`src/rtl/pipeline_hazard_ctrl.sv`:
```
// Hold/bubble/flush sequencing for the IF/ID and ID/EX pipeline registers.
// Optional HAZARD_PERF_CNT_EN adds stall_cycles and flush_events counters.
module pipeline_hazard_ctrl #(
    parameter int FLUSH_CYCLES = 1,
    parameter int MAX_WAIT     = 255
) (
    input  logic        clk,
    input  logic        rst_n,
    input  logic [4:0]  id_src1,
    input  logic [4:0]  id_src2,
    input  logic        id_uses_src2,
    input  logic [4:0]  ex_destReg,
    input  logic        ex_regWrite,
    input  logic        ex_memtoreg,
    input  logic        ex_redirect,
    input  logic        mem_busy,
    output logic        pc_hold,
    output logic        if_id_hold,
    output logic        id_ex_hold,
    output logic        id_ex_bubble,
    output logic        if_id_flush,
    output logic        wait_timeout,
`ifdef HAZARD_PERF_CNT_EN
    output logic [31:0] stall_cycles,
    output logic [31:0] flush_events,
`endif
    output logic [1:0]  ctrl_state
);

    typedef enum logic [1:0] {RUN = 2'd0, MEM_WAIT = 2'd1, FLUSH = 2'd2} state_t;

    localparam logic [2:0] FLUSH_RELOAD = 3'(FLUSH_CYCLES - 1);
    localparam logic [7:0] WAIT_LIMIT   = 8'(MAX_WAIT);

    state_t     state_q, state_d;
    logic [2:0] flush_cnt_q, flush_cnt_d;
    logic [7:0] wait_cnt_q, wait_cnt_d;
    logic       pending_q, pending_d;
    logic       timeout_q, timeout_d;
    logic       load_use, apply_redirect;
    logic       pc_hold_c, if_id_hold_c, id_ex_hold_c, bubble_c, flush_c;

    assign load_use = ex_regWrite && ex_memtoreg && (ex_destReg != 5'd0) &&
                      ((ex_destReg == id_src1) || (id_uses_src2 && (ex_destReg == id_src2)));

    always_comb begin
        state_d        = state_q;
        flush_cnt_d    = flush_cnt_q;
        wait_cnt_d     = wait_cnt_q;
        pending_d      = pending_q;
        timeout_d      = timeout_q;
        pc_hold_c      = 1'b0;
        if_id_hold_c   = 1'b0;
        id_ex_hold_c   = 1'b0;
        bubble_c       = 1'b0;
        flush_c        = 1'b0;
        apply_redirect = 1'b0;
        case (state_q)
            RUN, MEM_WAIT: begin
                if (mem_busy) begin
                    pc_hold_c    = 1'b1;
                    if_id_hold_c = 1'b1;
                    id_ex_hold_c = 1'b1;
                    state_d      = MEM_WAIT;
                    if (ex_redirect) pending_d = 1'b1;
                    if (wait_cnt_q != 8'hff) wait_cnt_d = wait_cnt_q + 8'd1;
                    if (wait_cnt_d >= WAIT_LIMIT) timeout_d = 1'b1;
                end else begin
                    // Leaving a wait behaves exactly like a RUN cycle, plus any parked redirect.
                    wait_cnt_d = 8'd0;
                    pending_d  = 1'b0;
                    state_d    = RUN;
                    if (ex_redirect || pending_q) begin
                        flush_c        = 1'b1;
                        bubble_c       = 1'b1;
                        apply_redirect = 1'b1;
                        if (FLUSH_CYCLES > 1) begin
                            state_d     = FLUSH;
                            flush_cnt_d = FLUSH_RELOAD;
                        end
                    end else if (load_use) begin
                        pc_hold_c    = 1'b1;
                        if_id_hold_c = 1'b1;
                        bubble_c     = 1'b1;
                    end
                end
            end
            FLUSH: begin
                if (mem_busy) begin
                    pc_hold_c    = 1'b1;
                    if_id_hold_c = 1'b1;
                    id_ex_hold_c = 1'b1;
                end else begin
                    flush_c  = 1'b1;
                    bubble_c = 1'b1;
                    if (ex_redirect) begin
                        apply_redirect = 1'b1;
                        flush_cnt_d    = FLUSH_RELOAD;
                    end else if (flush_cnt_q <= 3'd1) begin
                        state_d     = RUN;
                        flush_cnt_d = 3'd0;
                    end else begin
                        flush_cnt_d = flush_cnt_q - 3'd1;
                    end
                end
            end
            default: state_d = RUN;
        endcase
    end

    always_ff @(posedge clk or negedge rst_n) begin
        if (!rst_n) begin
            state_q     <= RUN;
            flush_cnt_q <= 3'd0;
            wait_cnt_q  <= 8'd0;
            pending_q   <= 1'b0;
            timeout_q   <= 1'b0;
        end else begin
            state_q     <= state_d;
            flush_cnt_q <= flush_cnt_d;
            wait_cnt_q  <= wait_cnt_d;
            pending_q   <= pending_d;
            timeout_q   <= timeout_d;
        end
    end

    // Combinational controls are forced low while reset is asserted.
    assign pc_hold      = rst_n & pc_hold_c;
    assign if_id_hold   = rst_n & if_id_hold_c;
    assign id_ex_hold   = rst_n & id_ex_hold_c;
    assign id_ex_bubble = rst_n & bubble_c;
    assign if_id_flush  = rst_n & flush_c;
    assign wait_timeout = timeout_q;
    assign ctrl_state   = state_q;

`ifdef HAZARD_PERF_CNT_EN
    always_ff @(posedge clk or negedge rst_n) begin
        if (!rst_n) begin
            stall_cycles <= 32'd0;
            flush_events <= 32'd0;
        end else begin
            if (pc_hold_c) stall_cycles <= stall_cycles + 32'd1;
            if (apply_redirect) flush_events <= flush_events + 32'd1;
        end
    end
`endif

endmodule

```
`config.mk`:
```
export PLATFORM = sky130hd
export DESIGN_NAME = pipeline_hazard_ctrl
export DESIGN_NICKNAME = d
export VERILOG_FILES = /design/src/rtl/pipeline_hazard_ctrl.sv
export SDC_FILE = /design/constraint.sdc
export NUM_CORES = 1
export LEC_CHECK = 0
export CORE_ASPECT_RATIO = 0.8
export CORE_MARGIN = 4
export CORE_UTILIZATION = 44
export CTS_BUF_LIST = sky130_fd_sc_hd__clkbuf_4 sky130_fd_sc_hd__clkbuf_8
export CTS_CLUSTER_DIAMETER = 100
export DETAILED_ROUTE_END_ITERATION = 6
export PLACE_DENSITY = 0.83
export SYNTH_ARGS = -nofsm -noshare
export SYNTH_HDL_FRONTEND = slang
export SYNTH_SLANG_ARGS = --single-unit
```
`constraint.sdc`:
```
create_clock -name clk -period 2.5 [get_ports clk]
set_clock_uncertainty 0.2 [all_clocks]
set_input_delay 0.625 -clock clk [delete_from_list [all_inputs] [get_ports clk]]
set_output_delay 0.625 -clock clk [all_outputs]
set_load 0.005 [all_outputs]
```
==> summary.txt, run 1 <==
Cts bufs inserted: 3
Initial antenna violation count: 0
Max capacitance violation total: 0
Final Hold Violating Endpoints: 0
CTS Buffer Depth: 2
First-pass GRT wire length: 3394 µm
Crit Path Category: primary input to output port
Worst EP required: 1.67 ns
Layout cells sized above 1: 0.3496
Worst EP arrival: 1.82 ns
DP HPWL: 1534 µm
Design area: 1140 µm²
Placed instance count: 138
Starting density of the core: 0.4638
Nets: 147
Unrepaired setup endpoints after global routing: yes
Critical Path, Cell by Cell: buf_8 > or4_4 > o2111ai_4 > o21bai_1 > buf_4 > buf_6
Vias: 784
Worst r2r path cells: 6
Setup WS post-layout: -0.1468 ns
CTS H-Tree Depth: 1
Die width: 54.30 µm
Post-synthesis cell area: 754.5 µm²
Post-synth EDFFs: 0
Area post-placement: 1081 µm²
Setup-failing EPs final: 3
Final wirelength: 2116 µm
Rows: 13
Ys Warns: 0
I/O pins: 30
Synth Instances: 85
TritonCTS clock tree: yes
FF-to-FF Start: wait_cnt_q[0]
IO Port Bufs: 28
Avg Cell Area, Syn: 8.876 µm²
GR Util All Layers: 0.1948
Filler cell count: 126
Vias in the first global route: 746
Sequential area share after synthesis: 0.3648
Yosys reg bits: 11
R2r endpoint: wait_timeout
Clock Sinks: 11
Root buf cell: clkbuf_4
Worst-Skew Late Latency: 0.27 ns
Critical Path Sink Type: output port
Share of the clock period used by the worst path: 1.059
Final-report max-slew violation count: 0
Syn Nets: 108
Startpoint types: primary input
R2r setup slk: 0.41 ns
Finished Layout Cells: 145
Area grow syn2layout: 51.08%
Clock transition at path regs: 0.07 ns
Via/cell ratio: 5.407
Hold WC Path Type: primary input to asynchronous set/reset pin
Ys flop type: dfrtp_1
Largest net degree at the start of global routing: 8
# diodes: 0
Pleak: 0.0005464 µW
Detail Route Antenna Nets: 0
Yosys top cell by area: dfrtp_1
VDD IR max: 0.2678 mV
Final Total Pwr: 433.9 µW
Violated checks: setup timing
Initial DRC count: 30
GPL Wtd Cong: 0.8343
Synth async-reset ratio: 1.000
Wire per inst: 14.59 µm
Power per cell area: 380.6 nW/µm²
Overflow after GRT: 0
CP Max Fanout: 3
Die area: 2445 µm²
Critical path's slowest cell: or4_4
Core area: 1627 µm²
1st-pass router iterations: 5
CP peak stage delay: 0.54 ns
Hold WS: 0.1050 ns
Area contributors post-synth: dfrtp_1, xnor2_1, nand2_1
Final Critical Period: 2.647 ns
Synth top area share: 0.3648
Die Ht: 45.04 µm
Maximum operating frequency: 377.8 MHz
Count of cell types in the netlist: 33
DRC Markers: 0
Outcome: complete, but fails checks
## power breakdown
group / switching (µW) / leakage [µW] / internal, µW
registers: 7.60 / 0.000147 / 183
logic: 45.8 / 0.000381 / 62.7
clock network: 61.8 / 0.0000184 / 72.6
total: 115 / 0.000546 / 319
## routing by layer
metal	share of wire	GRT usage	up-vias	routed length (µm)
li1	-	-	377	-
met1	0.42	0.2526	362	887
met2	0.47	0.3174	43	986
met3	0.10	0.05941	2	218
met4	0.011	0.04478	0	24
met5	0	0	-	0
## kinds of logic after synthesis
group	count (synthesis)	share of synthesized area
AOI/OAI and AO/OA	19	0.1692
xor gates and xnor gates	12	0.1393
adders and majority gates	1	0.01658
buffers and inverters	5	0.04477
DFF	11	0.3648
muxes	3	0.03980
other	1	0.004970
and+or+nand+nor	33	0.2206
## repair_timing
action	CTS	global route
buffers inserted	1	1
hold endpoints to repair	0	1
hold buffers	0	1
gates resized for setup	69	24
pin swaps	17	16
setup endpoints to repair	5	5
## sequential cells by signal, summed over array words and instances, names as in the netlist
name	count
ctrl_state	1
pending_q	1
wait_cnt_q	8
wait_timeout	1
## cell type report
| type | instances | area, µm² | area share |
|---|---|---|---|
| sequential | 11 | 275.3 | 0.2415 |
| inverter | 2 | 7.507 | 0.006586 |
| timing repair buffer | 37 | 275.3 | 0.2415 |
| clock buffer | 4 | 30.03 | 0.02634 |
| multi-input combinational | 69 | 524.3 | 0.4599 |
| tap | 22 | 27.53 | 0.02415 |
## cell usage in the layout (no fill, tap or decap), types with 3 or more instances in the layout
cell             Yosys  final
clkbuf_2             0     10
buf_4                2      9
dfrtp_1             11     11
buf_2                0      5
a31oi_1              4      4
clkdlybuf4s50_1      0      6
xnor2_1             11      5
mux2i_1              3      3
nand2_1              9      9
nand3_1              4      4
xnor2_2              0      6
o21ai_0              3      3
clkbuf_4             0      5
nor2_1               6      5
## cell usage after synthesis, types with 2 or more instances
cell type  number
xnor2_1        11
nand4_1         2
a211oi_1        2
mux2i_1         3
nand2_1         9
nor3_1          2
o21ai_0         3
nand3_1         4
a31oi_1         4
buf_4           2
and2_1          2
nor2_1          6
a21oi_1         3
and3_1          2
inv_1           2
dfrtp_1        11
## worst max-delay path, delay by kind of cell
kind / cells / cell delay (ns)
simple gates: 1 / 0.54
compound gates: 2 / 0.31
buf+inv: 3 / 0.34
## through the flow
| stage | setup WS (ns) | TNS, ns | util |
|---|---|---|---|
| 4_1_cts | -0.1132 | -0.1132 | 0.6800 |
| 3_3_place_gp | -0.7573 | -2.760 | 0.6646 |
| 6_report | -0.1468 | -0.2684 | 0.7008 |
| 2_1_floorplan | 0.05936 | 0 | - |
| 3_5_place_dp | -0.8143 | -2.929 | 0.6646 |
| 5_1_grt | -0.2110 | -0.4924 | 0.7008 |
## worst max-delay path by stage
stage	startpoint	to	slack [ns]
after global placement	ex_destReg[0]	if_id_hold	-0.76
after detailed placement	ex_destReg[3]	if_id_hold	-0.81
after CTS	ex_destReg[2]	if_id_hold	-0.11
after global routing	ex_destReg[0]	if_id_hold	-0.21
after floorplan	ex_destReg[1]	pc_hold	0.06
final	ex_destReg[2]	if_id_hold	-0.15
(Power assumes the default switching activity.)
==> run 2: changes to the inputs <==
--- a/config.mk
+++ b/config.mk
@@ -7,11 +7,11 @@
 export LEC_CHECK = 0
 export CORE_ASPECT_RATIO = 0.8
 export CORE_MARGIN = 4
-export CORE_UTILIZATION = 44
+export CORE_UTILIZATION = 40
 export CTS_BUF_LIST = sky130_fd_sc_hd__clkbuf_4 sky130_fd_sc_hd__clkbuf_8
 export CTS_CLUSTER_DIAMETER = 100
 export DETAILED_ROUTE_END_ITERATION = 6
-export PLACE_DENSITY = 0.83
+export PLACE_DENSITY = 0.77
 export SYNTH_ARGS = -nofsm -noshare
 export SYNTH_HDL_FRONTEND = slang
 export SYNTH_SLANG_ARGS = --single-unit
==> run 2 against run 1 <==
Net effect:
- the flow still finishes with violations (setup timing)
- sequential share of layout area rose by 1.2 points
- sequential power about the same
- critical path depth decreased by 1
- utilization decreased by 6.5 points
- critical path type unchanged
- critical endpoint unchanged
- highest routed layer unchanged
==> summary.txt, run 2 (synthesis gave the netlist of run 1 again) <==
Startpoint types: primary input
1st-pass router iterations: 4 (-1)
Worst setup path endpoint: if_id_hold
Core area: 1708 µm² (+5.0%)
Initial antenna violation count: 0 (unchanged)
Critical Path Sink Type: output port
# hold bufs at CTS: 0 (unchanged)
Vias: 755 (-3.7%)
Crit path from: ex_destReg[4]
Final Hold Violating Endpoints: 0 (unchanged)
IO Port Bufs: 28 (unchanged)
VDD IR max: 0.3105 mV (+16%)
Filler cell count: 160 (+27%)
Root buf cell: clkbuf_4
Die Ht: 46.85 µm (+4.0%)
Worst EP arrival: 1.74 ns (-0.08 ns)
GR Util All Layers: 0.1839 (-0.01086)
# diodes: 0 (unchanged)
Worst EP required: 1.67 ns (about the same)
CP Max Fanout: 3 (unchanged)
Final-report max-slew violation count: 0 (unchanged)
I/O pins: 30 (unchanged)
GPL Wtd Cong: 0.8531 (+2.3%)
Clock Sinks: 11 (unchanged)
Unrepaired setup endpoints after global routing: yes
CTS Buffer Depth: 2 (unchanged)
DP HPWL: 1725 µm (+12%)
Final wirelength: 2179 µm (+3.0%)
Nets: 144 (-2.0%)
Via/cell ratio: 5.317 (-1.7%)
Area grow syn2layout: 43.95%
Starting density of the core: 0.4418 (-0.02209)
Hold WS: 0.07918 ns (-0.02578 ns)
Final cell utilization of the core: 0.6359 (-0.06487)
Largest reg by FF count: wait_cnt_q
Most common cell after layout, fill and taps aside: dfrtp_1
Clock transition at path regs: 0.08 ns (about the same)
Largest net degree at the start of global routing: 8 (unchanged)
Largest register FFs: 8 (unchanged)
Detail Route Antenna Nets: 0 (unchanged)
Most frequent cells in the layout: dfrtp_1, nand2_1, buf_2
Final Critical Period: 2.563 ns (-0.08413 ns)
Setup WS post-layout: -0.06270 ns (+0.08413 ns)
R2r endpoint: wait_timeout
Rows: 13 (unchanged)
Die area: 2649 µm² (+8.3%)
First-pass GRT wire length: 3484 µm (+2.7%)
Hold WC Path Type: primary input to asynchronous set/reset pin
Initial DRC count: 31 (+3.3%)
Power per cell area: 392.1 nW/µm² (+3.0%)
Max capacitance violation total: 0 (unchanged)
Pleak: 0.0005139 µW (-6.0%)
Outcome: complete, but fails checks
Vias in the first global route: 697 (-6.6%)
Overflow after GRT: 0 (unchanged)
Critical Path, Cell by Cell: buf_8 > or4_4 > o2111ai_2 > o21bai_1 > buf_2
R2r setup slk: 0.42 ns (about the same)
Wire per inst: 15.35 µm (+5.2%)
TritonCTS clock tree: yes
Die width: 56.56 µm (+4.2%)
Worst-Skew Late Latency: 0.29 ns (+0.02 ns)
CTS H-Tree Depth: 1 (unchanged)
Maximum operating frequency: 390.2 MHz (+3.3%)
Cts bufs inserted: 3 (unchanged)
Setup-failing EPs final: 3 (unchanged)
FF-to-FF Start: wait_cnt_q[0]
DRC Markers: 0 (unchanged)
Worst r2r path cells: 6 (unchanged)
CP peak stage delay: 0.53 ns (about the same)
Critical path's slowest cell: or4_4
Violated checks: setup timing
Layout cells sized above 1: 0.2917 (-0.05793)
Crit Path Category: primary input to output port
Share of the clock period used by the worst path: 1.025 (-0.03365)
run 2: cell count changes in the layout (fill, tap and decap cells not counted), moves of 2 or more:
cell	change
buf_4	-4
xnor2_2	-3
clkdlybuf4s15_1	+3
xnor2_1	+3
clkbuf_2	-4
buf_2	+4
clkbuf_4	-2
run 2: final cells by class:
cell class                 instances  area [µm²]  share of cell area
sequential                        11       275.3              0.2535
clock inverter                     1       5.005            0.004608
timing repair buffer              34       257.7              0.2373
inverter                           2       7.507            0.006912
tap                               22       27.53             0.02535
multi-input combinational         69       490.5              0.4516
clock buffer                       3       22.52             0.02074
run 2: critical path: cells and delay by family:
kind,cells,cell delay [ns]
buffers and inverters,2,0.25
AND/OR/NAND/NOR,1,0.53
AO/OA/AOI/OAI,2,0.34
run 2: how the worst min path moves through the flow:
stage            startpoint       endpoint  slack, ns  cells after the start
3_5_place_dp   wait_timeout   wait_timeout       0.26                      1
5_1_grt               rst_n  ctrl_state[0]        0.1                      2
3_3_place_gp   wait_timeout   wait_timeout       0.26                      1
6_report              rst_n  ctrl_state[0]       0.08                      2
4_1_cts               rst_n  ctrl_state[0]       0.23                      2
2_1_floorplan         rst_n  ctrl_state[0]       0.13                      0
run 2: metal layers:
metal | wire [µm] | global-route usage | vias to the layer above | part of all wire
li1 | - | - | 372 | -
met1 | 948 | 0.2137 | 351 | 0.44
met2 | 1060 | 0.3295 | 27 | 0.49
met3 | 135 | 0.05495 | 5 | 0.062
met4 | 36 | 0.07109 | 0 | 0.017
met5 | 0 | 0 | - | 0
run 2: per-stage QoR:
step | worst slack, ns | power (µW) | cells | instance area [µm²] | TNS, ns
finish | -0.06270 | 425.8 | 142 | 1086 | -0.1179
global route | -0.1027 | 444.7 | 142 | 1086 | -0.2584
CTS | -0.001397 | 422.6 | 142 | 1090 | -0.002247
detailed placement | -0.8142 | 297.2 | 137 | 1074 | -2.908
global placement | -0.7940 | 294.3 | 137 | 1074 | -2.860
floorplan | 0.05936 | 231.6 | 85 | 754.5 | 0
run 2: repair_timing:
| item | CTS | global route |
|---|---|---|
| hold endpoints to repair | 0 | 0 |
| setup buffers | 1 | 0 |
| setup endpoints to repair | 5 | 5 |
| gates resized for setup | 72 | 12 |
| pin swaps | 18 | 13 |
run 2: power breakdown:
group | leakage (µW) | switching [µW] | internal [µW]
logic | 0.000349 | 43.7 | 57.1
clock network | 0.0000177 | 74.4 | 59.6
registers | 0.000147 | 7.65 | 183
